<file path="config.mk">
export PLATFORM = sky130hd
export DESIGN_NAME = ram_port_arbiter
export DESIGN_NICKNAME = d
export VERILOG_FILES = /design/src/rtl/ram_port_arbiter.sv
export SDC_FILE = /design/constraint.sdc
export NUM_CORES = 1
export LEC_CHECK = 0
export ABC_AREA = 1
export ABC_CLOCK_PERIOD_IN_PS = 4000
export BUFFER_PORTS_ARGS = -buffer_cell sky130_fd_sc_hd__buf_4
export CORE_ASPECT_RATIO = 0.6
export CORE_MARGIN = 2
export CORE_UTILIZATION = 42
export DETAILED_ROUTE_END_ITERATION = 8
export PLACE_DENSITY = 0.78
export SLEW_MARGIN = 20
export SYNTH_ARGS = -nofsm -noshare
export SYNTH_HDL_FRONTEND = slang
export SYNTH_SLANG_ARGS = --single-unit
</file>
<file path="constraint.sdc">
create_clock -name clk -period 4 [get_ports clk]
set_clock_uncertainty 0.15 [all_clocks]
set_input_delay 0.8 -clock clk [delete_from_list [all_inputs] [get_ports clk]]
set_output_delay 0.8 -clock clk [all_outputs]
set_load 0.05 [all_outputs]
</file>
<file path="src/rtl/ram_port_arbiter.sv">
// Round-robin arbiter sharing one flip-flop RAM port among REQ requesters.
// A requester can hold the port with req_lock to issue back-to-back bursts.
// Each accepted read returns one rsp_valid pulse one cycle after acceptance.
module ram_port_arbiter #(
  parameter int REQ    = 4,
  parameter int DATA   = 16,
  parameter int DEPTH  = 16,
  parameter int OUTREG = 0,
  parameter int ADDR   = $clog2(DEPTH)
) (
  input  logic                clk,
  input  logic                reset,
  input  logic [REQ-1:0]      req_valid,
  input  logic [REQ-1:0]      req_rw_,
  input  logic [REQ-1:0]      req_lock,
  input  logic [REQ*ADDR-1:0] req_addr,
  input  logic [REQ*DATA-1:0] req_wdata,
  output logic [REQ-1:0]      req_ready,
  output logic [REQ-1:0]      rsp_valid,
  output logic [DATA-1:0]     rsp_data,
  output logic                ram_en_,
  output logic                ram_rw_,
  output logic [ADDR-1:0]     ram_addr,
  output logic [DATA-1:0]     ram_wdata,
  input  logic [DATA-1:0]     ram_rdata
);

  localparam int PW = $clog2(REQ);
  localparam logic [PW-1:0] LAST = PW'(REQ - 1);

  typedef enum logic {ARB = 1'b0, LOCK = 1'b1} state_t;

  state_t        state_q, state_d;
  logic [PW-1:0] rr_ptr_q, rr_ptr_d;
  logic [PW-1:0] owner_q, owner_d;

  logic          gnt_any;
  logic [PW-1:0] gnt_idx;
  logic [PW-1:0] scan;
  logic [REQ-1:0] grant;
  logic          rd_acc_p0;
  logic [REQ-1:0] vld_p1;

  // Grant selection: the lock owner alone while locked, otherwise the first
  // valid requester found scanning upward from rr_ptr with wrap-around.
  always_comb begin
    gnt_any = 1'b0;
    gnt_idx = '0;
    scan    = rr_ptr_q;
    if (state_q == LOCK) begin
      gnt_any = req_valid[owner_q];
      gnt_idx = owner_q;
    end else begin
      for (int i = 0; i < REQ; i++) begin
        if (!gnt_any && req_valid[scan]) begin
          gnt_any = 1'b1;
          gnt_idx = scan;
        end
        scan = (scan == LAST) ? '0 : scan + 1'b1;
      end
    end
    // No grant may leak out while the block is held in reset.
    if (!reset) begin
      gnt_any = 1'b0;
    end
    grant = '0;
    if (gnt_any) begin
      grant[gnt_idx] = 1'b1;
    end
  end

  assign req_ready = grant;
  assign rd_acc_p0 = gnt_any & req_rw_[gnt_idx];

  // RAM port mux from the granted requester; idle value when nothing is granted.
  always_comb begin
    ram_en_   = ~gnt_any;
    ram_rw_   = 1'b1;
    ram_addr  = '0;
    ram_wdata = '0;
    for (int i = 0; i < REQ; i++) begin
      if (grant[i]) begin
        ram_rw_   = req_rw_[i];
        ram_addr  = req_addr[i*ADDR +: ADDR];
        ram_wdata = req_wdata[i*DATA +: DATA];
      end
    end
  end

  // Next state: a locked access pins the owner, an unlocked one advances the pointer.
  always_comb begin
    state_d  = state_q;
    rr_ptr_d = rr_ptr_q;
    owner_d  = owner_q;
    if (gnt_any) begin
      if (req_lock[gnt_idx]) begin
        state_d = LOCK;
        owner_d = gnt_idx;
      end else begin
        state_d  = ARB;
        rr_ptr_d = (gnt_idx == LAST) ? '0 : gnt_idx + 1'b1;
      end
    end
  end

  // Arbitration state registers.
  always_ff @(posedge clk or negedge reset) begin
    if (!reset) begin
      state_q  <= ARB;
      rr_ptr_q <= '0;
      owner_q  <= '0;
    end else begin
      state_q  <= state_d;
      rr_ptr_q <= rr_ptr_d;
      owner_q  <= owner_d;
    end
  end

  // ---- stage p0 -> p1: one-hot response tag of an accepted read ----
  always_ff @(posedge clk or negedge reset) begin
    if (!reset) begin
      vld_p1 <= '0;
    end else begin
      vld_p1 <= rd_acc_p0 ? grant : '0;
    end
  end

  assign rsp_valid = vld_p1;

  if (OUTREG == 0) begin : g_comb_ram
    logic [DATA-1:0] data_p1;

    // ---- stage p0 -> p1: capture combinational RAM data with the tag ----
    always_ff @(posedge clk or negedge reset) begin
      if (!reset) begin
        data_p1 <= '0;
      end else begin
        data_p1 <= rd_acc_p0 ? ram_rdata : '0;
      end
    end

    assign rsp_data = data_p1;
  end else begin : g_reg_ram
    // The RAM already registers its output, aligned with the tag.
    assign rsp_data = (|vld_p1) ? ram_rdata : '0;
  end

endmodule
</file>
==> results of run 1 <==
## cell type report
class                   instances  area [sq um]
clock buffers                   3         41.29
clock inverters                 1         8.758
fillers                       347          1027
inverters                      43         176.4
multi-input cells             278          1685
flip-flops and latches         25         626.9
well taps                      66         82.58
repair buffers                174          1500
repair inverters                1         6.256
## sequential cells by signal, indices dropped and copies added (netlist names)
| register | count |
|---|---|
| rsp_data | 16 |
| rsp_valid | 4 |
| owner_q | 2 |
| rr_ptr_q | 2 |
| state_q | 1 |
## worst reg2reg max path, stage by stage (launching register included)
cell and delay [ns]:
dfrtp_1 0.43, ha_4 0.20, nor2_4 0.21, nand2_2 0.12, nand3_4 0.11, nand2_4 0.08, nor2_8 0.12, nand3_1 0.09
nand3_1 0.09, nand2_1 0.06, nand2_2 0.09, inv_2 0.07, buf_4 0.13, buf_4 0.13, nand3_2 0.07, nand3_2 0.46
nor2_2 0.26
## final timing paths
check | startpoint | end | depth (start not counted)
max in group asynchronous | reset | rr_ptr_q[1]$_DFFE_PN0P_ | 2
worst min-delay path | reset | rsp_data[12]$_DFF_PN0_ | 2
worst max register to register | rr_ptr_q[0]$_DFFE_PN0P_ | rsp_data[3]$_DFF_PN0_ | 16
worst max-delay path | rr_ptr_q[0]$_DFFE_PN0P_ | ram_wdata[8] | 19
min in group clk | rr_ptr_q[1]$_DFFE_PN0P_ | rr_ptr_q[1]$_DFFE_PN0P_ | 2
worst min register to register | rr_ptr_q[1]$_DFFE_PN0P_ | rr_ptr_q[1]$_DFFE_PN0P_ | 2
## synth_stat cells, drive strengths merged
master	instances	area [sq um]
nand2	138	555.5
buf	15	106.4
o21ai	7	35.03
nor2	47	257.8
nand3	54	305.3
a21boi	2	15.02
a31oi	21	131.4
o211ai	1	7.510
nand4	1	6.260
dfrtp	25	625.6
inv	43	163.9
nand3b	1	7.510
a21oi	1	5.000
ha	5	62.56
clkbuf	2	7.510
## per-stage QoR
stage	utilization, %	cells	setup slack (ns)	setup TNS, ns
after global routing	80.07	591	-0.3034	-4.679
after CTS	74.00	583	0.01826	0
after global placement	72.33	578	0.01458	0
final	80.07	591	-0.1556	-1.353
after floorplan	-	363	-0.06480	-0.06480
after detailed placement	72.33	578	-0.02561	-0.1211
## cells by family after synthesis
kind of cell	Yosys count
AOI/OAI and AO/OA	32
adders and majority gates	5
buffers and inverters	60
DFF	25
and+or+nand+nor	241
## repair_timing
item                                    in CTS  in global routing
buffers inserted                             1                  3
cloned                                       0                  5
hold endpoints to repair                     0                  0
pin swaps                                    1                  6
hold buffers                                 0                  0
endpoints found under the setup margin      21                 21
resized for setup                            7                 49
## routing by layer
metal | GRT usage [%] | vias to the layer above | part of all wire (%)
met2 | 39.48 | 162 | 45
li1 | - | 1473 | -
met5 | 0 | - | 0
met1 | 35.64 | 1358 | 44
met3 | 5.902 | 15 | 9.9
met4 | 6.654 | 0 | 1.5
==> results.md, run 1 <==
* CTS Root Cell: clkbuf_8
* Worst skew pair latency at approximately 0.27 ns
* Syn Nets at roughly 480
* Crit path buffers/inverters at 5
* RSZ-0062 raised after global routing: yes
* Worst reg2reg setup slack at between 1 and 1.5 ns
* Synth unique cells at 26
* Hold crit path type: primary input to async pin
* Antenna Cells at 0
* Final net count at about 640
* Initial antenna violation count at 0
* Most common cell after layout, fill and taps aside: buf_4
* First-pass DRT Iterations at 4
* Standard-cell rows at 20
* CTS tree: built
* Post-synthesis sequential area ratio at a little over a quarter
* Final WS setup at -0.1556 ns
* Wirelength per Cell at approximately 15 um
* Placed cell areas at roughly 0.0037 sq mm
* I/O pins at between 150 and 200
* Slowest CP cell: dfrtp_1
* Full die area at slightly above 0.006 sq mm
* Clk pin slew, worst setup/hold paths at approximately 0.090 ns
* Post-layout min period at about 4.2 ns
* Post-route ant nets at 0
* GRT Overall Usage at approximately 25%
* First-pass GRT wire length at roughly 12000 um
* Final hold vios at 0
* Critical Path End Type: output pin
* Fin crit share at 103.9%
* Largest net degree at the start of global routing at 45
* Avg Vias per Cell at a little over 5
* Least-Margin Pin Slew at roughly 0.60 ns
* Syn_area_per_cell at roughly 6.3 sq um
* Die H at ~60 um
* Yosys warning total at 0
* CTS Buf Count at 3
* H-tree levels at 1
* Largest stage delay, worst path at ~0.43 ns
* Grt total ovfl at 0
* Dominant delay contributor by cell family on the critical path: simple AND/OR/NAND/NOR gates
* Placer Congestion at ~0.92
* Slew margin rel. at 59.63%
* Setup-failing EPs final at 21
* Status: finished with violations
* Core footprint at about 0.0052 sq mm
* DPL Wire Length at between 6000 and 7000 um
* Largest family of logic cells by synthesized area: simple AND/OR/NAND/NOR gates
* Routed vias at about 3000
* Synth Area in Compound Gates at 8.461%
* Final wirelength at about 9000 um
* Final Cell Area at 0.004128 sq mm
* Fmax at ~0.24 GHz
* Crit path max fanout at 11
* WS Path Type: flip-flop to output pin
* Most frequent cells in the layout: buf_4, nand2_1, nand3_1
* Most frequent CP cell: nand2_1
* CP startpoint kind: flip-flop
* Initial DRC Count at 134
* Post-Synth Simple-Gate Area at between 40% and 50%
* Port bufs at 155
* Die width at between 90 and 100 um
* Area delta synth->final at 80.08%
* Netlist Area Pre-Place at about 0.0023 sq mm
* Vias in the first global route at roughly 2600
* Yosys reg bits at 25
* Mux cell area share after synthesis at 0%
* Post-Synth XOR/XNOR Area at 0%
* Post-synthesis cell count at 363
* Post-Synth Adder-Cell Area at 2.729%
* CTS sink cnt at 25
* Initial Util at between 40% and 50%
* WP data required at between 3 and 4 ns
* Share of cells above drive strength 1 at about half
* Critical path cell sequence: ha_4 -> nor2_4 -> nand2_2 -> nand3_4 -> inv_1 -> a21boi_0 -> nand3_1 -> nand2_1 -> nand2_2 -> inv_2 -> ha_4 -> inv_2 -> nor2_4 -> clkbuf_16 -> nand3_1 -> nand2_1 -> nand2_1 -> a31oi_2 -> buf_6
* Max-cap viol count at 0
* Final Max Slew Viols at 0
* Worst hold margin at between 0.3 and 0.4 ns
* DRC errors left at 0
* Worst EP arrival at between 3 and 4 ns
* Failing checks: negative setup slack
* CTS Buffer Depth at 2
Power of run 1 is left out: the tool's default activity adds up to more than one toggle a clock period on the data nets, which glitch-free logic cannot reach.
==> run 2, diff against run 1 <==
Settings changed: PLACE_DENSITY 0.78 to 0.85.
==> run 2 against run 1 <==
The flow still finishes with violations (negative setup slack); maximum frequency rose by 1.7%; worst hold slack improved by 0.0040 ns; clock-buffer cell count is the same; utilization is 1.4 points higher; first-iteration DRC count rose by 100%; wire length grew 7.1%; final area is 1.7% higher; critical endpoint is now ram_wdata[14]; largest cell class unchanged.
==> results.md, run 2 (same netlist as run 1, synthesis figures left out) <==
* Status: finished with violations
* Failing checks: negative setup slack
* Worst reg2reg path depth at 16 (unchanged)
* CTS Hold Bufs at 0 (unchanged)
* Worst EP arrival at 3.13 ns (-0.08 ns)
* Standard-cell rows at 20 (unchanged)
* CP startpoint kind: flip-flop
* CTS sink cnt at 25 (unchanged)
* DRC errors left at 0 (unchanged)
* Slew margin rel. at 58.97% (-0.66 points)
* CTS Buffer Depth at 2 (unchanged)
* Final WS setup at -0.08473 ns (+0.07084 ns)
* Die H at 61.23 um (unchanged)
* Clk pin slew, worst setup/hold paths at 0.08 ns (about the same)
* GRT Overall Usage at 25.55% (+0.36 points)
* CTS Root Cell: clkbuf_8
* Vias in the first global route at 2757 (+6.1%)
* Setup-failing EPs final at 21 (unchanged)
* Full die area at 0.006084 sq mm (unchanged)
* Worst reg2reg setup slack at 1.08 ns (+0.07 ns)
* Setup TNS at -0.9758 ns (+0.3774 ns)
* Placer Congestion at 0.8959 (-2.6%)
* DPL Wire Length at 6487 um (about the same)
* Placed Cells at 580 (+0.35%)
* I/O pins at 156 (unchanged)
* Post-route ant nets at 0 (unchanged)
* Initial antenna violation count at 0 (unchanged)
* Critical Path End Type: output pin
* WP data required at 3.05 ns (about the same)
* Avg Vias per Cell at 5.268 (+3.5%)
* Max FFs per register at 16 (unchanged)
* Least-Margin Pin Slew at 0.6147 ns (+0.009916 ns)
* First-pass GRT wire length at 12450 um (+1.9%)
* Initial Util at 44.47% (unchanged)
* Port bufs at 155 (unchanged)
* CP Launch Point: rr_ptr_q[1]$_DFFE_PN0P_
* Share of cells above drive strength 1 at 51.67% (-0.14 points)
* Critical Path Sink: ram_wdata[14]
* Initial DRC Count at 272 (+100%)
* Core footprint at 0.005155 sq mm (unchanged)
* Final wirelength at 9677 um (+7.1%)
* Fin crit share at 102.1% (-1.8 points)
* Largest net degree at the start of global routing at 36 (-20%)
* Wirelength per Cell at 16.02 um (+4.8%)
* WS Path Type: flip-flop to output pin
* Final Max Slew Viols at 0 (unchanged)
* Layout Cells excl Fill at 604 (+2.2%)
* Fmax at 0.2448 GHz (+1.7%)
* Grt total ovfl at 0 (unchanged)
* Most common cell after layout, fill and taps aside: buf_4
* Post-layout min period at 4.085 ns (-0.07084 ns)
* Worst R2R End: rsp_valid[1]$_DFF_PN0_
* Crit path max fanout at 7 (-4)
* Most frequent cells in the layout: buf_4, nand2_1, nand3_1
* Final hold vios at 0 (unchanged)
* Area delta synth->final at 83.19%
* H-tree levels at 1 (unchanged)
* Routed vias at 3182 (+5.8%)
* RSZ-0062 raised after global routing: yes
* Hold crit path type: primary input to async pin
* CTS tree: built
* Fill cells at 316 (-8.9%)
* Antenna Cells at 0 (unchanged)
* Max-cap viol count at 0 (unchanged)
* First-pass DRT Iterations at 5 (+1)
* Die width at 99.38 um (unchanged)
* Final net count at 654 (+2.0%)
* FF-to-FF Start: rr_ptr_q[1]$_DFFE_PN0P_
* CTS Buf Count at 3 (unchanged)
* Worst skew pair latency at 0.26 ns (about the same)
## run 2: worst max-delay path: stages, from the launching register on
cell and delay (ns):
dfrtp_1 0.43, ha_4 0.20, nor2_4 0.19, nand2_2 0.11, nand3_4 0.10, nand2_4 0.07, nor2_8 0.14, nand2_2 0.07
o21ai_2 0.12, inv_1 0.06, nand2_1 0.08, nand2_2 0.08, inv_4 0.08, ha_4 0.13, inv_2 0.04, nor2_4 0.14
clkbuf_16 0.17, buf_8 0.11, nand3_1 0.07, nand2_1 0.10, nand2_2 0.07, a31oi_4 0.13, buf_6 0.17
## run 2: worst min-delay path by stage
stage | startpoint | to | slack [ns] | cells past startpoint
floorplan | owner_q[0]$_DFFE_PN0P_ | owner_q[0]$_DFFE_PN0P_ | 0.31 | 2
global placement | owner_q[0]$_DFFE_PN0P_ | owner_q[0]$_DFFE_PN0P_ | 0.38 | 2
detailed placement | owner_q[0]$_DFFE_PN0P_ | owner_q[0]$_DFFE_PN0P_ | 0.37 | 2
CTS | reset | rsp_data[8]$_DFF_PN0_ | 0.38 | 2
global route | reset | rsp_data[8]$_DFF_PN0_ | 0.38 | 2
finish | reset | state_q$_DFFE_PN0P_ | 0.37 | 2
## run 2: repair_timing
item                       CTS  global route
gates resized for setup     14            49
cloned                       1             3
pin swaps                    3            20
buffers inserted             3            14
setup endpoints to repair   21            21
## run 2: area by class of cell
type                    instances  area, sq um  area share, %
multi-input cells             278         1660          39.54
repair buffers                187         1594          37.96
flip-flops and latches         25        625.6          14.90
inverters                      43        181.4          4.321
well taps                      66        82.58          1.967
clock buffers                   3        41.29         0.9833
clock inverters                 1        7.507         0.1788
repair inverters                1        6.256         0.1490
## run 2: per-stage QoR
| stage | util (%) | instance area, sq um | setup WS [ns] | hold WS, ns |
|---|---|---|---|---|
| final | 81.46 | 4199 | -0.08473 | 0.3698 |
| after global routing | 81.46 | 4199 | -0.3011 | 0.3808 |
| after CTS | 75.70 | 3902 | 0.0008484 | 0.3783 |
| after detailed placement | 72.62 | 3744 | -0.05069 | 0.3688 |
| after global placement | 72.62 | 3744 | 0.06458 | 0.3753 |
| after floorplan | - | 2476 | -0.06480 | 0.3142 |
## run 2: layer usage
layer	track usage [%]	routed length, um	vias up
met3	6.924	1028	30
met1	34.10	3842	1449
met4	3.718	167	0
met2	43.53	4638	199
li1	-	-	1504
met5	0	0	-
Power of run 2 is left out for the same reason.
